--- src/rtl/axis_frame_gen.sv ---
// Synthetic Ethernet frame source for the LMAC TX AXI-Stream port.
// Header template + 16-bit sequence number + incrementing byte payload, with programmable length/count/gap.
module axis_frame_gen #(
    parameter logic [47:0] DST_MAC   = 48'hFFFF_FFFF_FFFF,
    parameter logic [47:0] SRC_MAC   = 48'h0002_0304_0506,
    parameter logic [15:0] ETHERTYPE = 16'h88B5
) (
    input  logic        dclk,
    input  logic        rst,
    input  logic        start,
    input  logic        stop,
    input  logic [10:0] frame_len,
    input  logic [15:0] num_frames,
    input  logic [7:0]  ifg_cycles,
    output logic        s_axis_tvalid,
    input  logic        s_axis_tready,
    output logic [63:0] s_axis_tdata,
    output logic [7:0]  s_axis_tkeep,
    output logic        s_axis_tlast,
    output logic        busy,
    output logic        done,
    output logic [15:0] frames_sent,
    output logic [2:0]  dbg_state
);

    // Handshake: a beat transfers on any rising edge where tvalid and tready are both high;
    // tdata/tkeep/tlast hold steady while tvalid is high and tready is low.
    typedef enum logic [2:0] {IDLE, HDR0, HDR1, PAYLOAD, IFG} state_t;

    state_t      r_state, w_state_nxt;
    logic [10:0] r_len;
    logic [15:0] r_num;
    logic [7:0]  r_ifg;
    logic [7:0]  r_beat, w_beat_nxt;
    logic [15:0] r_seq, w_seq_nxt;
    logic [15:0] r_frames, w_frames_nxt;
    logic [7:0]  r_ifg_cnt, w_ifg_cnt_nxt;
    logic        r_stop_pend;
    logic        r_tvalid, w_valid_nxt;
    logic [63:0] r_tdata;
    logic [7:0]  r_tkeep;
    logic        r_tlast;
    logic        r_busy;
    logic        r_done, w_done_nxt;
    logic        w_start;
    logic        w_load;
    logic        w_hs;
    logic        w_end_run;
    logic [10:0] w_len_clamp;
    logic [10:0] w_len_nxt;
    logic [10:0] w_len_p7;
    logic [7:0]  w_last_idx;
    logic [127:0] w_hdr;
    logic [10:0] w_off [8];
    logic [63:0] w_beat_data;
    logic [7:0]  w_beat_keep;
    logic        w_beat_last;

    assign w_hs        = r_tvalid & s_axis_tready;
    assign w_len_clamp = (frame_len < 11'd60)   ? 11'd60 :
                         (frame_len > 11'd1514) ? 11'd1514 : frame_len;
    assign w_len_nxt   = w_start ? w_len_clamp : r_len;
    assign w_end_run   = r_stop_pend | stop |
                         ((r_num != 16'd0) && ((r_frames + 16'd1) == r_num));

    always_comb begin
        w_state_nxt   = r_state;
        w_beat_nxt    = r_beat;
        w_seq_nxt     = r_seq;
        w_frames_nxt  = r_frames;
        w_ifg_cnt_nxt = r_ifg_cnt;
        w_valid_nxt   = r_tvalid;
        w_done_nxt    = 1'b0;
        w_load        = 1'b0;
        w_start       = 1'b0;
        case (r_state)
            IDLE: begin
                if (start) begin
                    w_start      = 1'b1;
                    w_state_nxt  = HDR0;
                    w_beat_nxt   = 8'd0;
                    w_seq_nxt    = 16'd0;
                    w_frames_nxt = 16'd0;
                    w_valid_nxt  = 1'b1;
                    w_load       = 1'b1;
                end
            end
            HDR0, HDR1, PAYLOAD: begin
                if (w_hs) begin
                    if (r_tlast) begin
                        w_frames_nxt = r_frames + 16'd1;
                        w_seq_nxt    = r_seq + 16'd1;
                        if (w_end_run) begin
                            w_state_nxt = IDLE;
                            w_valid_nxt = 1'b0;
                            w_done_nxt  = 1'b1;
                        end else if (r_ifg == 8'd0) begin
                            w_state_nxt = HDR0;
                            w_beat_nxt  = 8'd0;
                            w_load      = 1'b1;
                        end else begin
                            w_state_nxt   = IFG;
                            w_ifg_cnt_nxt = r_ifg;
                            w_valid_nxt   = 1'b0;
                        end
                    end else begin
                        w_beat_nxt  = r_beat + 8'd1;
                        w_state_nxt = (r_beat == 8'd0) ? HDR1 : PAYLOAD;
                        w_load      = 1'b1;
                    end
                end
            end
            IFG: begin
                if (r_stop_pend | stop) begin
                    w_state_nxt = IDLE;
                    w_done_nxt  = 1'b1;
                end else if (r_ifg_cnt == 8'd1) begin
                    w_state_nxt = HDR0;
                    w_beat_nxt  = 8'd0;
                    w_valid_nxt = 1'b1;
                    w_load      = 1'b1;
                end else begin
                    w_ifg_cnt_nxt = r_ifg_cnt - 8'd1;
                end
            end
            default: w_state_nxt = IDLE;
        endcase
    end

    // Contents of the beat about to be presented; byte 0 of the header sits in the MSBs of w_hdr.
    always_comb begin
        w_hdr       = {DST_MAC, SRC_MAC, ETHERTYPE, w_seq_nxt};
        w_len_p7    = w_len_nxt + 11'd7;
        w_last_idx  = w_len_p7[10:3] - 8'd1;
        w_beat_last = (w_beat_nxt == w_last_idx);
        w_beat_data = 64'd0;
        w_beat_keep = 8'd0;
        for (int i = 0; i < 8; i++) begin
            w_off[i] = {w_beat_nxt, 3'b000} + 11'(i);
            w_beat_keep[i] = (w_off[i] < w_len_nxt);
            if (w_off[i] < 11'd16)
                w_beat_data[8*i +: 8] = w_hdr[(7'd120 - {w_off[i][3:0], 3'b000}) +: 8];
            else if (w_off[i] < w_len_nxt)
                w_beat_data[8*i +: 8] = w_off[i][7:0];
        end
    end

    always_ff @(posedge dclk) begin
        if (rst) begin
            r_state     <= IDLE;
            r_len       <= 11'd60;
            r_num       <= 16'd0;
            r_ifg       <= 8'd0;
            r_beat      <= 8'd0;
            r_seq       <= 16'd0;
            r_frames    <= 16'd0;
            r_ifg_cnt   <= 8'd0;
            r_stop_pend <= 1'b0;
            r_tvalid    <= 1'b0;
            r_tdata     <= 64'd0;
            r_tkeep     <= 8'd0;
            r_tlast     <= 1'b0;
            r_busy      <= 1'b0;
            r_done      <= 1'b0;
        end else begin
            r_state   <= w_state_nxt;
            r_beat    <= w_beat_nxt;
            r_seq     <= w_seq_nxt;
            r_frames  <= w_frames_nxt;
            r_ifg_cnt <= w_ifg_cnt_nxt;
            r_tvalid  <= w_valid_nxt;
            r_busy    <= (w_state_nxt != IDLE);
            r_done    <= w_done_nxt;
            if (w_start) begin
                r_len <= w_len_clamp;
                r_num <= num_frames;
                r_ifg <= ifg_cycles;
            end
            // A stop arriving together with start still lets the first frame go out.
            if (w_start)
                r_stop_pend <= stop;
            else if (w_state_nxt == IDLE)
                r_stop_pend <= 1'b0;
            else if (stop)
                r_stop_pend <= 1'b1;
            if (w_load) begin
                r_tdata <= w_beat_data;
                r_tkeep <= w_beat_keep;
                r_tlast <= w_beat_last;
            end else if (!w_valid_nxt) begin
                r_tdata <= 64'd0;
                r_tkeep <= 8'd0;
                r_tlast <= 1'b0;
            end
        end
    end

    assign s_axis_tvalid = r_tvalid;
    assign s_axis_tdata  = r_tdata;
    assign s_axis_tkeep  = r_tkeep;
    assign s_axis_tlast  = r_tlast;
    assign busy          = r_busy;
    assign done          = r_done;
    assign frames_sent   = r_frames;
    assign dbg_state     = r_state;

endmodule

--- config.mk ---
export PLATFORM = sky130hd
export DESIGN_NAME = axis_frame_gen
export DESIGN_NICKNAME = d
export VERILOG_FILES = /design/src/rtl/axis_frame_gen.sv
export SDC_FILE = /design/constraint.sdc
export NUM_CORES = 1
export LEC_CHECK = 0
export CAP_MARGIN = 20
export CELL_PAD_IN_SITES_DETAIL_PLACEMENT = 0
export CELL_PAD_IN_SITES_GLOBAL_PLACEMENT = 1
export CORE_MARGIN = 4
export CORE_UTILIZATION = 43
export CTS_CLUSTER_DIAMETER = 60
export DETAILED_ROUTE_END_ITERATION = 10
export GPL_TIMING_DRIVEN = 0
export HOLD_SLACK_MARGIN = 0.12
export PLACE_DENSITY_LB_ADDON = 0.1
export REMOVE_ABC_BUFFERS = 1
export SKIP_CTS_REPAIR_TIMING = 1
export SYNTH_ARGS = -nofsm -noshare
export SYNTH_HDL_FRONTEND = slang
export SYNTH_SLANG_ARGS = --single-unit
--- constraint.sdc ---
create_clock -name dclk -period 8.4 [get_ports dclk]
set_input_delay 1.26 -clock dclk [delete_from_list [all_inputs] [get_ports dclk]]
set_output_delay 1.26 -clock dclk [all_outputs]
set_load 0.01 [all_outputs]
; Word level (Yosys, flattened, before mapping)
; Cells that the tools add are included.
[word_totals]
input_bits = 40
word_cells = 175
register_bits = 163
[classes]
n_lt_le_gt_ge = 18
muxes = 82
shifts = 8
n_reduce_logical = 13
n_eq_ne = 15
n_addsub = 21
n_bitwise = 3
[ops]
columns = cell, count
row1 = $shiftx 128x8->8, 8
row2 = $mux 8, 31
row3 = $mux 64, 2
row4 = $mux 16, 6
row5 = $lt 11x11->1, 8
row6 = $lt 11x5->1 const B, 8
row7 = $pmux 16 s2, 2
row8 = $sub 7x7->7 const A, 8
row9 = $add 11x3->11 const B, 5
row10 = $mux 11, 3
row11 = $add 16x1->16 const B, 2
row12 = $mux 1, 25
row13 = $pmux 8 s3, 1
row14 = $add 11x2->11 const B, 2
row15 = $mux 3, 7
row16 = $eq 16x16->1, 1
row17 = $logic_not 8->1, 2
row18 = $pmux 8 s2, 1
row19 = $reduce_bool 16->1, 1
row20 = $sub 8x1->8 const B, 2
row21 = $ne 2x2->1 const B, 7
row22 = $add 11x1->11 const B, 1
row23 = $gt 11x11->1 const B, 1
row24 = $lt 11x6->1 const B, 1
row25 = 19 further kinds, 25

; Longest topological paths before layout
; Gate-level depths: netlist of the first run.
[depth]
depth_word = 13
mapped_depth = 19
depth_no_buf = 18

; Worst setup path before layout of the first run
; OpenSTA, ideal clock, no wires.
[synth_path]
kind = input-to-reg
from = in frame_len[10]
to = reg r_tlast, in the netlist s_axis_tlast
stages = 11
t_arrival_ps = 4338
setup_ps = 87
path_buffers = 0
setup_slack_ps = 3975
cell_sequence = or4_1 > o31a_1 > o22ai_1 > nor2_1 > xnor2_1 > ha_1 > or4_1 > o32ai_1 > xnor2_1 > xnor2_1 > o31ai_1
[synth_via]
elab_chain_len = 8
word_cells_on_any_way = 9
classes_between = add/sub: 2 / order compare: 2 / eq/ne: 1 / mux: 4
[synth_lines]
columns = item, line
row1 = start: declaration, 12  ; input logic [10:0] frame_len,
row2 = $gt 11x11->1, 61  ; (frame_len > 11'd1514) ? 11'd1514 : frame_len;
row3 = $mux 11, 61
row4 = $mux 11 (*), 60  ; assign w_len_clamp = (frame_len < 11'd60) ? 11'd60 :
row5 = $mux 11 (*), -
row6 = $add 11x3->11 (*), 133  ; w_len_p7 = w_len_nxt + 11'd7;
row7 = $sub 8x1->8 (*), 134  ; w_last_idx = w_len_p7[10:3] - 8'd1;
row8 = $eq 8x8->1 (*), 135  ; w_beat_last = (w_beat_nxt == w_last_idx);
row9 = $mux 1 (*), 186  ; if (w_load) begin
row10 = end signal: assignment, 189  ; r_tlast <= w_beat_last;
row11 = end: declaration, 42  ; logic r_tlast;
; Mark *: on every way between the ends. The rest lies on a longest branch, timed or not.
; A chain may end at the register's enable or synchronous reset.

; Final worst setup path of the first run
[layout_path]
from = in start
to = reg r_tdata[45], in the netlist s_axis_tdata[45]
[layout_via]
elab_chain_len = 7
word_cells_on_any_way = 19
classes_between = add/sub: 2 / order compare: 2 / eq/ne: 1 / shift: 1 / mux: 13
[layout_lines]
columns = item, line
row1 = start: declaration, 10  ; input logic start,
row2 = $mux 8 or $mux 1 (tied branches), 78  ; if (start) begin
row3 = $pmux 8 s3 or $mux 1 (tied branches), 76  ; case (r_state)
row4 = $add 11x3->11 or $mux 11 (tied branches), -
row5 = $sub 7x7->7 or $lt 11x11->1 (tied branches), "142, 143"
row6 = $shiftx 128x8->8 or $mux 8 (tied branches), "142, 143"
row7 = $mux 8, 141  ; if (w_off[i] < 11'd16)
row8 = $mux 64, 186
row9 = end signal: assignment, 187  ; r_tdata <= w_beat_data;
row10 = end: declaration, 40  ; logic [63:0] r_tdata;
; Parallel ways exist; a longest one is shown, timed or not.

==> impl_metrics.csv, run 1 <==
group,metric,value,unit
yosys,netlist_cell_types,86,
critical_path,r2r_end,"s_axis_tdata[45]",
timing,fin_skew,0.0130,ns
global_routing,antenna_found_initial,0,
critical_path,worst_path_max_stage_delay,0.90,ns
finish,layout-area-overhead-vs-synth,25.3,%
floorplanning,fp.dieArea,20800,sq um
finish,fin_area,10000,sq um
place,placed_cell_area,9420,sq um
detailed_routing,firstDrtPassIters,5,
timing,count_of_final_setup_violators,0,
critical_path,r2r.worst_path.cells,17,
floorplanning,core,18100,sq um
critical_path,critPathMaxFanout,32,
critical_path,ff2ff_setup_slack,3.17,ns
place,detailed_placement_wirelength_estimate,16.9,mm
clock_tree,cts_max_level,4,
critical_path,critical-path-top-cell-by-count,"sky130_fd_sc_hd__a21oi_1",
detailed_routing,first_iter_violations,375,
timing,min_period_over_period,64.7,%
detailed_routing,dr_total_vias,7608,
timing,setup_slack,2.96,ns
floorplanning,die_h,144,microns
yosys,synthesis.instances,1011,
detailed_routing,detail_route.drc_violations,0,
clock_tree,cts_made_buffers,17,
critical_path,critical_path.n_buffers_inverters,2,
yosys,yosys_register_bits,153,
critical_path,timing_worst_setup_path_type,"primary input to flop",
yosys,postSynth.asyncResetShare,0,%
clock_tree,maximum_buffer_depth_of_the_clock_tree,2,
power_and_ir_drop,power.leakage,3.61,nW
global_routing,grt_max_degree,58,
critical_path,cpLargestDelayFamily,"compound AO/OA/AOI/OAI gates",
floorplanning,floorplan.initialDensity,44.1,%
critical_path,path_cells,"clkdlybuf4s50_1 > or4b_2 > buf_12 > a21oi_1 > ha_1 > and3_1 > nand2_1 > a21oi_1 > nor2_1 > o21ai_1 > a21oi_1 > a22oi_1 > a21oi_1",
clock_tree,cts_tree,"yes",
timing,report.final.hold_viol_count,0,
clock_tree,clk_transition_reported_paths,0.07,ns
detailed_routing,post_drt_via_cell_ratio,5.69,
finish,nets,1152,
detailed_routing,ant_nets,0,
run,max_cap_viol_count,0,
yosys,yosys_warnings,0,
global_routing,grt_pass1_vias,7140,
detailed_routing,wl_per_cell,17.7,microns
yosys,post_synth.cell_area_avg,7.91,sq um
timing,final_period_minus_worst_setup_slack,5.44,ns
timing,fin_hold_ws,0.461,ns
timing,rsz0062_at_grt,"false",
min_path,worst_hold_path_type,"flop to flop",
critical_path,r2r-start,"frames_sent[2]",
yosys,synth_sequential_area_ratio,38.3,%
floorplanning,floorplan.rows,49,
critical_path,crit_required,8.76,ns
power_and_ir_drop,cellInternalPower,0.00130,W
status,status,"complete, no violations",
finish,post_route_cells_drive_above_1_share,7.57,%
finish,fin_util,55.2,%
detailed_routing,wl,23.6,mm
timing,fmax,184,MHz
power_and_ir_drop,share_seq_of_total_power,42.3,%
clock_tree,number_of_clock_sinks,153,
power_and_ir_drop,sw_frac_of_total,30.1,%
timing,timing_worst_slew_pin_value,1.18,ns
global_routing,wire_length_of_the_first_global_routing_pass,37.8,mm
power_and_ir_drop,comb_power_share,16.7,%
place,io_buffers,134,
finish,n_fill_cell,1792,
power_and_ir_drop,cellPowerDensity,186,nW/um^2
clock_tree,latest_clock_arrival_within_the_worst_skew_pair,0.43,ns
floorplanning,fp.dieW,144,microns
finish,diodes,0,
finish,multi_input_comb_area,4530,sq um
floorplanning,ioPinCount,135,
min_path,hold_start,"s_axis_tdata[22]",
critical_path,cp.arrival,5.79,ns
timing,maxSlewHeadroom,20.7,%
min_path,min_delay_worst_endpoint,"s_axis_tdata[22]",
critical_path,worst_setup_path_end_kind,"flop",
place,global_placer_s_final_weighted_congestion,0.844,
yosys,synth_enable_flop_cells,0,
place,detailedPlace.worstSlack,2.56,ns
critical_path,worstSetupStartpointType,"primary input",
clock_tree,cts_root_buffer,"sky130_fd_sc_hd__clkbuf_16",
timing,setup_tns,0,ns
power_and_ir_drop,power.ir.vdd_worst,0.000129,V
finish,regArea,3060,sq um
power_and_ir_drop,switchingPower,0.000560,W
power_and_ir_drop,power_frac_clock,40.9,%
global_routing,grt-ovfl-total,0,
yosys,syn_area,8000,sq um
global_routing,grt_use_total,22.7,%
min_path,worst_hold_path.num_cells,2,
yosys,synth-main-ff-cell,"sky130_fd_sc_hd__dfxtp_1",
critical_path,slowest_stage,"sky130_fd_sc_hd__or4b_2",
timing,report.final.slew_viol_count,0,
-- placed cells by master (no fill, tap or decap), types with 11 or more instances in the layout --
cell type and instances:
sky130_fd_sc_hd__nor4_1 11, sky130_fd_sc_hd__nor3_1 24, sky130_fd_sc_hd__nand2_1 135, sky130_fd_sc_hd__nor2_1 96
sky130_fd_sc_hd__a22oi_1 16, sky130_fd_sc_hd__and3_1 18, sky130_fd_sc_hd__dfxtp_1 153, sky130_fd_sc_hd__nand4_1 12
sky130_fd_sc_hd__xnor2_1 23, sky130_fd_sc_hd__or2_2 11, sky130_fd_sc_hd__and2_1 15, sky130_fd_sc_hd__nand3_1 29
sky130_fd_sc_hd__ha_1 16, sky130_fd_sc_hd__a221o_1 15, sky130_fd_sc_hd__a21oi_1 113, sky130_fd_sc_hd__inv_1 15
sky130_fd_sc_hd__o21ai_1 11, sky130_fd_sc_hd__o21ai_0 47, sky130_fd_sc_hd__clkbuf_16 17, sky130_fd_sc_hd__clkdlybuf4s50_1 133
-- cell families after synthesis --
kind of cell | synth area share (%)
compound gates | 25.4
xor+xnor | 3.61
fa+ha+maj | 2.50
buf+inv | 5.29
flops | 38.3
mux | 0.657
simple gates | 24.2
-- cell usage after synthesis (10+ instances only) --
library cell,instances,share of area [%]
sky130_fd_sc_hd__dfxtp_1,153,38
sky130_fd_sc_hd__nand2_1,135,6.3
sky130_fd_sc_hd__a21oi_1,113,7.1
sky130_fd_sc_hd__nor2_1,97,4.6
sky130_fd_sc_hd__clkbuf_1,50,2.3
sky130_fd_sc_hd__o21ai_0,47,2.9
sky130_fd_sc_hd__nand3_1,29,1.8
sky130_fd_sc_hd__nor3_1,24,1.5
sky130_fd_sc_hd__xnor2_1,23,2.5
sky130_fd_sc_hd__and3_1,18,1.4
sky130_fd_sc_hd__a22oi_1,16,1.5
sky130_fd_sc_hd__ha_1,16,2.5
sky130_fd_sc_hd__a221o_1,15,1.9
sky130_fd_sc_hd__and2_1,15,1.2
sky130_fd_sc_hd__inv_1,15,0.70
sky130_fd_sc_hd__buf_2,14,0.88
sky130_fd_sc_hd__nand4_1,12,0.94
sky130_fd_sc_hd__buf_4,11,1.0
sky130_fd_sc_hd__nor4_1,11,0.86
sky130_fd_sc_hd__o21ai_1,11,0.69
sky130_fd_sc_hd__or2_2,11,0.86
sky130_fd_sc_hd__a31oi_1,10,0.78
sky130_fd_sc_hd__xor2_1,10,1.1
-- sequential cells by signal, indices dropped and copies added, names as in the netlist --
name	count
busy	1
dbg_state	3
done	1
frames_sent	16
r_beat	8
r_ifg	8
r_ifg_cnt	8
r_len	11
r_num	16
r_seq	16
r_stop_pend	1
s_axis_tdata	54
s_axis_tkeep	8
s_axis_tlast	1
s_axis_tvalid	1
-- how the worst max path moves through the flow --
| stage | from | end | cells past startpoint | slack, ns |
|---|---|---|---|---|
| 2_1_floorplan | frames_sent[0] | s_axis_tdata[52] | 11 | 2.65 |
| 4_1_cts | start | s_axis_tdata[44] | 13 | 3.00 |
| 5_1_grt | frames_sent[0] | s_axis_tdata[45] | 18 | 2.63 |
| 6_report | start | s_axis_tdata[45] | 13 | 2.96 |
| 3_5_place_dp | start | s_axis_tdata[47] | 13 | 2.56 |
| 3_3_place_gp | s_axis_tready | s_axis_tdata[52] | 8 | -0.54 |
-- routing by layer --
layer	global-route usage (%)	vias to the layer above	share of wire (%)
met5	0	-	0
met4	5.99	0	1.7
met3	4.86	25	4.6
met2	36.5	166	47
met1	31.0	3596	46
li1	-	3821	-
-- worst reg2reg max path, delay by kind of cell, from the launching register on --
| family | cells | cell delay [ns] |
|---|---|---|
| compound gates | 8 | 2.74 |
| fa+ha+maj | 1 | 0.28 |
| buf+inv | 1 | 0.30 |
| flops | 1 | 0.55 |
| simple gates | 7 | 1.29 |
-- final cells by class --
| cell class | count | area share [%] |
|---|---|---|
| clock buffer | 17 | 4.24 |
| timing repair buffer | 145 | 14.8 |
| multi-input combinational | 763 | 45.2 |
| clock inverter | 15 | 1.75 |
| tap | 229 | 2.86 |
| sequential | 153 | 30.6 |
| inverter | 16 | 0.599 |
-- through the flow --
stage          cells  power, W
6_report        1338   0.00186
5_1_grt         1338   0.00194
4_1_cts         1337   0.00188
3_5_place_dp    1305   0.00112
3_3_place_gp    1295   0.00111
2_1_floorplan    932  0.000964
-- power groups by stage --
stage	registers, W	logic, W	clock network, W
3_5_place_dp	0.000804	0.000312	0
4_1_cts	0.000788	0.000314	0.000779
6_report	0.000788	0.000312	0.000762
5_1_grt	0.000792	0.000342	0.000808
2_1_floorplan	0.000812	0.000152	0
3_3_place_gp	0.000803	0.000305	0
(Power assumes the default switching activity.)
==> inputs of run 2 (changes only) <==
- CORE_UTILIZATION: 43 -> 36
- clock period: 8.4 -> 4.4 ns (I/O delays scaled with it)
==> impl_metrics.csv, run 2 (synthesis gave the netlist of run 1 again) <==
group,metric,value,unit
status,status,"complete, no violations",
timing,min_period_over_period,95.9,%
finish,post_layout_nonfiller_instances,1405,
critical_path,ff2ff_setup_slack,0.19,ns
floorplanning,ioPinCount,135,
floorplanning,fp.dieW,157,microns
finish,largest_reg_flops,54,
clock_tree,clk_transition_reported_paths,0.08,ns
detailed_routing,ant_nets,0,
finish,post_route_cells_drive_above_1_share,12.9,%
timing,final_period_minus_worst_setup_slack,4.22,ns
critical_path,r2r_end,"s_axis_tdata[20]",
critical_path,critPathMaxFanout,19,
place,io_buffers,134,
timing,rsz0062_at_grt,"true",
timing,timing_worst_slew_pin_value,1.01,ns
timing,fin_skew,0.0159,ns
global_routing,grt_pass1_vias,7414,
floorplanning,floorplan.initialDensity,36.7,%
detailed_routing,dr_total_vias,7645,
critical_path,worstSetupStartpointType,"primary input",
global_routing,grt-ovfl-total,0,
critical_path,timing_worst_setup_path_type,"primary input to flop",
clock_tree,cts_root_buffer,"sky130_fd_sc_hd__clkbuf_16",
min_path,min_delay_worst_endpoint,"s_axis_tdata[58]",
critical_path,path_cells,"clkdlybuf4s50_1 > o211ai_1 > or2_2 > nor2_2 > buf_8 > a32oi_1 > a21boi_0 > o31ai_4 > ha_1 > a21oi_1 > nor2b_1 > o21ai_0 > nand2b_1 > nor2_2 > o21ai_4 > o21bai_1 > o22a_2 > o31ai_2",
clock_tree,latest_clock_arrival_within_the_worst_skew_pair,0.44,ns
detailed_routing,wl_per_cell,18.0,microns
power_and_ir_drop,power.ir.vdd_worst,0.000238,V
place,placed_cell_area,9500,sq um
critical_path,cpLargestDelayFamily,"compound AO/OA/AOI/OAI gates",
power_and_ir_drop,cellPowerDensity,351,nW/um^2
floorplanning,floorplan.rows,54,
critical_path,critical_path.n_buffers_inverters,2,
place,detailed_placement_wirelength_estimate,17.8,mm
power_and_ir_drop,power.leakage,3.75,nW
clock_tree,cts_made_buffers,17,
finish,most_common_cell_after_layout_fill_and_taps_aside,"sky130_fd_sc_hd__dfxtp_1",
timing,setup_slack,0.181,ns
place,global_placer_s_final_weighted_congestion,0.858,
critical_path,r2r-start,"frames_sent[2]",
clock_tree,maximum_buffer_depth_of_the_clock_tree,2,
place,placed_cells,1357,
run,max_cap_viol_count,0,
floorplanning,fp.dieArea,24700,sq um
critical_path,critical-path-top-cell-by-count,"sky130_fd_sc_hd__nor2_2",
finish,fin_area,10500,sq um
finish,layout-area-overhead-vs-synth,31.3,%
detailed_routing,firstDrtPassIters,5,
timing,fmax,237,MHz
clock_tree,cts_tree,"yes",
detailed_routing,first_iter_violations,345,
detailed_routing,detail_route.drc_violations,0,
place,detailedPlace.worstSlack,-0.986,ns
critical_path,worst_path_max_stage_delay,0.49,ns
floorplanning,die_h,157,microns
timing,maxSlewHeadroom,32.7,%
global_routing,grt_max_degree,79,
critical_path,worst_setup_path_end_kind,"flop",
clock_tree,number_of_clock_sinks,153,
finish,fin_util,48.1,%
clock_tree,cts_max_level,4,
critical_path,crit_required,4.75,ns
min_path,worst_hold_path.num_cells,2,
finish,nets,1168,
critical_path,slowest_stage,"sky130_fd_sc_hd__clkdlybuf4s50_1",
finish,mostFrequentLayoutCells,"sky130_fd_sc_hd__dfxtp_1, sky130_fd_sc_hd__nand2_1, sky130_fd_sc_hd__clkdlybuf4s50_1",
critical_path,r2r.worst_path.cells,14,
global_routing,wire_length_of_the_first_global_routing_pass,40.2,mm
global_routing,grt_use_total,20.3,%
finish,diodes,0,
global_routing,antenna_found_initial,0,
detailed_routing,post_drt_via_cell_ratio,5.44,
timing,report.final.slew_viol_count,0,
floorplanning,core,21800,sq um
timing,report.final.hold_viol_count,0,
timing,fin_hold_ws,0.454,ns
detailed_routing,wl,25.2,mm
min_path,hold_start,"s_axis_tdata[58]",
min_path,worst_hold_path_type,"flop to flop",
timing,count_of_final_setup_violators,0,
critical_path,cp.arrival,4.57,ns
==> run 2: how the worst max path moves through the flow <==
stage | startpoint | endpoint | slack [ns] | cells past startpoint
6_report | s_axis_tready | s_axis_tdata[20] | 0.18 | 18
5_1_grt | frames_sent[3] | s_axis_tdata[20] | -0.03 | 17
4_1_cts | dbg_state[2] | s_axis_tdata[34] | -1.06 | 16
3_5_place_dp | dbg_state[2] | s_axis_tdata[34] | -0.99 | 16
3_3_place_gp | frames_sent[0] | s_axis_tdata[61] | -4.73 | 11
2_1_floorplan | frames_sent[0] | s_axis_tdata[52] | -1.35 | 11
==> run 2: report_power, final <==
part | total (W) | leakage, nW | switching, W | internal, W
clock | 0.00153 | 0.296 | 0.000697 | 0.000834
combinational | 0.000646 | 2.20 | 0.000355 | 0.000291
sequential | 0.00150 | 1.25 | 0.0000522 | 0.00145
==> run 2: per-stage QoR <==
step                      setup TNS [ns]  power (W)
after detailed placement          -39.91    0.00214
after global routing             -0.0303    0.00385
final                                  0    0.00368
after global placement           -333.98    0.00213
after CTS                         -42.27    0.00367
after floorplan                   -62.53    0.00184
==> run 2: layout make-up <==
| cell class | instances | area [sq um] |
|---|---|---|
| Inverter | 16 | 60.1 |
| Clock buffer | 18 | 439 |
| Sequential cell | 153 | 3080 |
| Fill cell | 2188 | 11300 |
| Timing Repair Buffer | 161 | 1610 |
| Clock inverter | 14 | 174 |
| Tap cell | 280 | 350 |
| Multi-Input combinational cell | 763 | 4790 |
==> run 2: routing by layer <==
layer	track usage (%)	vias to the layer above	wire (microns)	share of wire, %
met4	5.04	0	344	1.4
met2	32.7	156	11500	46
li1	-	3846	-	-
met1	27.5	3622	12100	48
met3	5.00	21	1200	4.8
met5	0	-	0	0
==> run 2: tightest hold or removal path, delay by kind of cell, from the launching register on <==
family | cells | cell delay [ns]
flops | 1 | 0.33
compound gates | 1 | 0.05
simple gates | 1 | 0.04
